--- src/rtl/rf_wport_arbiter_pkg.sv ---
// Shared types and constants for the register-file write-port arbiter.
package rf_wport_arbiter_pkg;

  localparam int unsigned XLEN     = 32;
  localparam int unsigned REG_AW   = 5;
  localparam int unsigned NUM_REGS = 1 << REG_AW;

  typedef enum logic [0:0] {
    StNormal = 1'b0,
    StForce  = 1'b1
  } arb_state_e;

endpackage

--- src/rtl/rf_wb_fifo.sv ---
// Small count-based FIFO holding MDU results ({wa, wd}) awaiting the RF write port.
module rf_wb_fifo #(
  parameter int unsigned Width = 37,
  parameter int unsigned Depth = 2
) (
  input  logic             clk,
  input  logic             rst,
  input  logic             push,
  input  logic             pop,
  input  logic [Width-1:0] wdata,
  output logic [Width-1:0] rdata,
  output logic             empty,
  output logic             full
);

  localparam int unsigned PtrW = $clog2(Depth);
  localparam int unsigned CntW = $clog2(Depth + 1);

  logic [Width-1:0] mem_q [Depth];
  logic [PtrW-1:0]  wr_ptr_q, wr_ptr_d;
  logic [PtrW-1:0]  rd_ptr_q, rd_ptr_d;
  logic [CntW-1:0]  count_q, count_d;

  assign empty = (count_q == '0);
  assign full  = (count_q == CntW'(Depth));
  assign rdata = mem_q[rd_ptr_q];

  // Depth is a power of two, so pointers wrap by plain overflow.
  always_comb begin
    wr_ptr_d = wr_ptr_q;
    rd_ptr_d = rd_ptr_q;
    count_d  = count_q;
    if (push) wr_ptr_d = wr_ptr_q + PtrW'(1);
    if (pop)  rd_ptr_d = rd_ptr_q + PtrW'(1);
    unique case ({push, pop})
      2'b10:   count_d = count_q + CntW'(1);
      2'b01:   count_d = count_q - CntW'(1);
      default: count_d = count_q;
    endcase
  end

  always_ff @(posedge clk or posedge rst) begin
    if (rst) begin
      wr_ptr_q <= '0;
      rd_ptr_q <= '0;
      count_q  <= '0;
    end else begin
      wr_ptr_q <= wr_ptr_d;
      rd_ptr_q <= rd_ptr_d;
      count_q  <= count_d;
    end
  end

  always_ff @(posedge clk) begin
    if (push) mem_q[wr_ptr_q] <= wdata;
  end

endmodule

--- src/rtl/rf_wport_arbiter.sv ---
// Arbitrates the single RF write port between WB and buffered MDU results, with a
// starvation-triggered forced drain and a pending-write scoreboard for decode hazards.
module rf_wport_arbiter
  import rf_wport_arbiter_pkg::*;
#(
  parameter int unsigned XLEN     = rf_wport_arbiter_pkg::XLEN,
  parameter int unsigned DEPTH    = 2,
  parameter int unsigned MAX_WAIT = 4
) (
  input  logic              clk,
  input  logic              rst,
  input  logic              wb_we,
  input  logic [REG_AW-1:0] wb_wa,
  input  logic [XLEN-1:0]   wb_wd,
  input  logic              mdu_issue,
  input  logic [REG_AW-1:0] mdu_rd,
  input  logic              mdu_valid,
  input  logic [REG_AW-1:0] mdu_wa,
  input  logic [XLEN-1:0]   mdu_wd,
  output logic              mdu_ready,
  input  logic [REG_AW-1:0] rs1,
  input  logic [REG_AW-1:0] rs2,
  input  logic [REG_AW-1:0] rdc,
  output logic              hazard,
  output logic              pipe_stall,
  output logic              rf_we,
  output logic [REG_AW-1:0] rf_wa,
  output logic [XLEN-1:0]   rf_wd
);

  localparam int unsigned EntW  = REG_AW + XLEN;
  localparam int unsigned WaitW = $clog2(MAX_WAIT + 1);
  localparam logic [WaitW-1:0] WaitLast = WaitW'(MAX_WAIT - 1);

  arb_state_e          state_q, state_d;
  logic [WaitW-1:0]    wait_q, wait_d;
  logic [NUM_REGS-1:0] pending_q, pending_d;

  logic              fifo_push, fifo_pop, fifo_empty, fifo_full;
  logic [EntW-1:0]   head;
  logic [REG_AW-1:0] head_wa;
  logic [XLEN-1:0]   head_wd;

  assign fifo_push = mdu_valid & ~fifo_full;
  assign mdu_ready = ~fifo_full;
  assign head_wa   = head[EntW-1 -: REG_AW];
  assign head_wd   = head[XLEN-1:0];

  rf_wb_fifo #(
    .Width (EntW),
    .Depth (DEPTH)
  ) u_fifo (
    .clk   (clk),
    .rst   (rst),
    .push  (fifo_push),
    .pop   (fifo_pop),
    .wdata ({mdu_wa, mdu_wd}),
    .rdata (head),
    .empty (fifo_empty),
    .full  (fifo_full)
  );

  always_ff @(posedge clk or posedge rst) begin
    if (rst) begin
      state_q   <= StNormal;
      wait_q    <= '0;
      pending_q <= '0;
    end else begin
      state_q   <= state_d;
      wait_q    <= wait_d;
      pending_q <= pending_d;
    end
  end

  always_comb begin
    state_d = state_q;
    wait_d  = wait_q;
    unique case (state_q)
      StNormal: begin
        if (fifo_empty || fifo_pop) begin
          wait_d = '0;
        end else if (wb_we) begin
          if (wait_q == WaitLast) begin
            state_d = StForce;
            wait_d  = '0;
          end else begin
            wait_d = wait_q + WaitW'(1);
          end
        end
      end
      StForce: begin
        state_d = StNormal;
        wait_d  = '0;
      end
      default: state_d = StNormal;
    endcase
  end

  // Outputs are held at reset values while rst is asserted, even with WB requesting.
  always_comb begin
    fifo_pop   = 1'b0;
    pipe_stall = 1'b0;
    rf_we      = 1'b0;
    rf_wa      = '0;
    rf_wd      = '0;
    if (!rst) begin
      unique case (state_q)
        StNormal: begin
          if (wb_we) begin
            rf_we = 1'b1;
            rf_wa = wb_wa;
            rf_wd = wb_wd;
          end else if (!fifo_empty) begin
            fifo_pop = 1'b1;
            rf_we    = (head_wa != '0);
            rf_wa    = head_wa;
            rf_wd    = head_wd;
          end
        end
        StForce: begin
          pipe_stall = 1'b1;
          fifo_pop   = ~fifo_empty;
          rf_we      = ~fifo_empty & (head_wa != '0);
          rf_wa      = head_wa;
          rf_wd      = head_wd;
        end
        default: ;
      endcase
    end
  end

  // Set after clear so a same-cycle re-issue to the draining register stays pending.
  always_comb begin
    pending_d = pending_q;
    if (fifo_pop && head_wa != '0) pending_d[head_wa] = 1'b0;
    if (mdu_issue && mdu_rd != '0) pending_d[mdu_rd] = 1'b1;
    pending_d[0] = 1'b0;
  end

  assign hazard = pending_q[rs1] | pending_q[rs2] | pending_q[rdc];

endmodule
--- config.mk ---
export PLATFORM = sky130hd
export DESIGN_NAME = rf_wport_arbiter
export DESIGN_NICKNAME = d
export VERILOG_FILES = /design/src/rtl/rf_wport_arbiter_pkg.sv /design/src/rtl/rf_wb_fifo.sv /design/src/rtl/rf_wport_arbiter.sv
export SDC_FILE = /design/constraint.sdc
export NUM_CORES = 1
export LEC_CHECK = 0
export ABC_AREA = 0
export ABC_CLOCK_PERIOD_IN_PS = 4120
export CAP_MARGIN = 20
export CORE_MARGIN = 5
export CORE_UTILIZATION = 54
export DETAILED_ROUTE_END_ITERATION = 10
export PLACE_DENSITY = 0.95
export SYNTH_ARGS = -nofsm -noshare
export SYNTH_HDL_FRONTEND = slang
export SYNTH_HIERARCHICAL = 1
export SYNTH_SLANG_ARGS = --single-unit
--- constraint.sdc ---
create_clock -name clk -period 4.12 [get_ports clk]
set_input_delay 0.824 -clock clk [delete_from_list [all_inputs] [get_ports clk]]
set_output_delay 0.824 -clock clk [all_outputs]
set_load 0.01 [all_outputs]
==> metrics.csv <==
stage;metric;value;unit
power;clockPowerShare;27.9;%
critical_path;crit_path_cells;clkdlybuf4s50_1 -> buf_12 -> mux4_2 -> nand2b_1 -> and3_1 -> a2111oi_4 -> nand4_1 -> dlymetal6s2s_1;
layout;fin_nets;736;
sta;finalCriticalPeriod;3.74;ns
power;power_frac_seq;38.0;%
die;num_io_pins;140;
power;total_power;4970;uW
sta;max_slew_margin;60.1;%
route;via_per_inst;6.18;
critical_path;rr_startpoint;u_fifo/rd_ptr_q;
global_route;global_route_wire_length_before_repair;27300;um
synthesis;post_synth_num_cell_types;48;
route;avgRoutedWirePerCell;22.1;um
clock_tree;cts_made_buffers;17;
clock_tree;cts_tree;built;
power;switching_share_of_power;32.2;%
route;first_pass_iters;6;
critical_path;crit_family;buffers and inverters;
sta;hold_viol_final;0;
outcome;run_status;finished clean;
synthesis;syn_inst;487;
clock_tree;path_clk_slew;0.05;ns
place;gp_routability_congestion;0.977;
synthesis;synth-seq-area-share;54.8;%
power;internal-power;3370;uW
synthesis;synthArstFlopShare;34.5;%
synthesis;ys_dominant_reg_cell;sky130_fd_sc_hd__edfxtp_1;
clock_tree;cts_max_level;4;
sta;worstMarginPinSlew;0.598;ns
layout;drive_gt1_share;16.0;%
global_route;overflow;0;
critical_path;crit_buf_inv;3;
power;power.net_switching;1600;uW
power;leakagePower;0.00304;uW
run;drv.max_cap_violation_count;0;
synthesis;synth-edff-count;74;
sta;final.hold.worst_slack;0.552;ns
global_route;via_count_of_the_first_global_routing_pass;5081;
die;floorplan.die_area;0.0130;mm2
global_route;grt_start_max_net_pins;41;
route;drt_drc_violations_left;0;
place;port_buffers;139;
sta;timing.final.crit_share;90.7;%
die;overall_die_width;114;um
sta;rsz0062_at_grt;false;
critical_path;cp_peak_stage_delay;0.52;ns
synthesis;syn_area;0.00584;mm2
synthesis;synth.yosys.warnings;6;
sta;timing.final.setup_violations;0;
synthesis;syn_avg_cell_area;12.0;um2
sta;clock.fmax;267;MHz
clock_tree;cts.sinks;113;
hold_path;holdCritPathClass;register to register;
synthesis;synth_nets;588;
global_route;grt.total_usage;27.6;%
critical_path;cp-startpoint;rs2[1];
critical_path;critical_path.startpoint_type;primary input;
sta;skew;0.00552;ns
power;ir_worst_vdd;0.378;mV
power;power_frac_comb;34.1;%
layout;final_common_cell;sky130_fd_sc_hd__clkdlybuf4s50_1;
power;power_density;620;mW/mm2
clock_tree;max-clock-path-buffers;2;
route;drtAntennaViolNets;0;
synthesis;ys_seq_elements;113;
critical_path;cp-end-kind;output pin;
critical_path;worst_ep_required_time;3.30;ns
die;initial_utilization;54.5;%
global_route;grt_antenna_before_repair;1;
die;num_rows;38;
critical_path;crit_arrival;2.91;ns
die;core;0.0107;mm2
place;dp.final_hpwl;12200;um
route;number_of_drc_violations_after_detailed_routing_iteration_0;457;
route;drt-total-wl;17400;um
clock_tree;ctsRootBufferMaster;sky130_fd_sc_hd__clkbuf_8;
critical_path;critical_path_peak_fanout;10;
critical_path;crit_path_kind;primary input to output pin;
clock_tree;worstSkewPairLatency;0.52;ns
layout;area_growth;37.4;%
sta;slew_violations;0;
route;total_vias_in_the_final_route;4874;
layout;most-common-layout-cells;137 x sky130_fd_sc_hd__clkdlybuf4s50_1, 84 x sky130_fd_sc_hd__nand2_1, 74 x sky130_fd_sc_hd__edfxtp_1;
hold_path;worst_hold_startpoint;u_fifo/count_q[1];
critical_path;critical_path.slowest_cell;sky130_fd_sc_hd__clkdlybuf4s50_1;
die;die_h;114;um
clock_tree;cts_setup_buffers;0;
power groups by stage:
stage	combinational, uW	sequential, uW	clock, uW
2_1_floorplan	1130	1760	0
3_3_place_gp	1580	1850	0
3_5_place_dp	1640	1890	0
4_1_cts	1680	1870	1400
5_1_grt	1810	1920	1460
6_report	1700	1890	1390
layout make-up:
| class | count | area, um2 |
|---|---|---|
| Fill cell | 624 | 2680 |
| Timing Repair Buffer | 154 | 1540 |
| Tap cell | 140 | 175 |
| Inverter | 9 | 33.8 |
| Antenna cell | 1 | 2.50 |
| Multi-Input combinational cell | 340 | 2500 |
| Sequential cell | 113 | 3200 |
| Clock buffer | 18 | 418 |
| Clock inverter | 14 | 146 |
registers in the layout, indices dropped and copies added (netlist names):
signal and cells:
u_fifo/mem_q 74, pending_q 31, wait_q 3, u_fifo/count_q 2, state_q 1, u_fifo/rd_ptr_q 1, u_fifo/wr_ptr_q 1
cell families after synthesis:
| kind of cell | synth area share [%] |
|---|---|
| AND/OR/NAND/NOR | 11.8 |
| AO/OA/AOI/OAI | 10.9 |
| flip-flops | 54.8 |
| multiplexers | 18.5 |
| buffers and inverters | 2.79 |
| XOR/XNOR | 0.751 |
| adder cells (fa/ha/maj) | 0.429 |
cell usage after synthesis (all sizes together) (3+ instances only):
| cell | instances | share of area, % |
|---|---|---|
| a21oi | 41 | 3.5 |
| and3 | 4 | 0.51 |
| buf | 10 | 1.2 |
| clkbuf | 15 | 0.96 |
| dfrtp | 39 | 17 |
| edfxtp | 74 | 38 |
| inv | 9 | 0.58 |
| mux2 | 39 | 8.9 |
| mux2i | 12 | 2.1 |
| mux4 | 19 | 7.5 |
| nand2 | 84 | 5.4 |
| nand2b | 6 | 0.64 |
| nand3 | 8 | 0.69 |
| nand3b | 7 | 0.90 |
| nor2 | 12 | 0.77 |
| nor2b | 8 | 0.86 |
| nor3 | 4 | 0.34 |
| nor3b | 4 | 0.51 |
| o21ai | 63 | 5.4 |
| xor2 | 3 | 0.45 |
timing repair:
| action | CTS | global route |
|---|---|---|
| endpoints found under the setup margin | 1 | 1 |
| gates resized for setup | 1 | 1 |
| hold buffers | 0 | 0 |
through the flow:
stage	area [um2]	std cells	utilization, %	setup TNS [ns]	setup WS, ns
global placement	7450	756	69.6	-0.0125	-0.0125
detailed placement	7450	756	69.6	-0.0623	-0.0623
global route	8020	789	74.9	0	0.290
finish	8020	789	74.9	0	0.381
floorplan	5840	487	-	0	0.792
CTS	8010	788	74.9	0	0.0561
final timing paths:
path,slack (ns),end,cells after the start
max in group asynchronous,2.84,pending_q[30],3
min in group asynchronous,0.66,u_fifo/count_q[1],2
setup reg to reg,1.84,pending_q[29],5
hold reg to reg,0.55,u_fifo/count_q[1],1
hold / removal,0.55,u_fifo/count_q[1],1
setup / recovery,0.38,hazard,8
routing by layer:
metal  global-route usage, %  part of all wire, %  up-vias  wire, um
met3                    8.38                   10       53      1810
li1                        -                    -     2109         -
met1                    32.9                   36     2371      6260
met4                    8.47                  2.8        0       484
met2                    48.2                   51      341      8890
met5                       0                    0        -         0
Power figures use the tool's default switching activity.
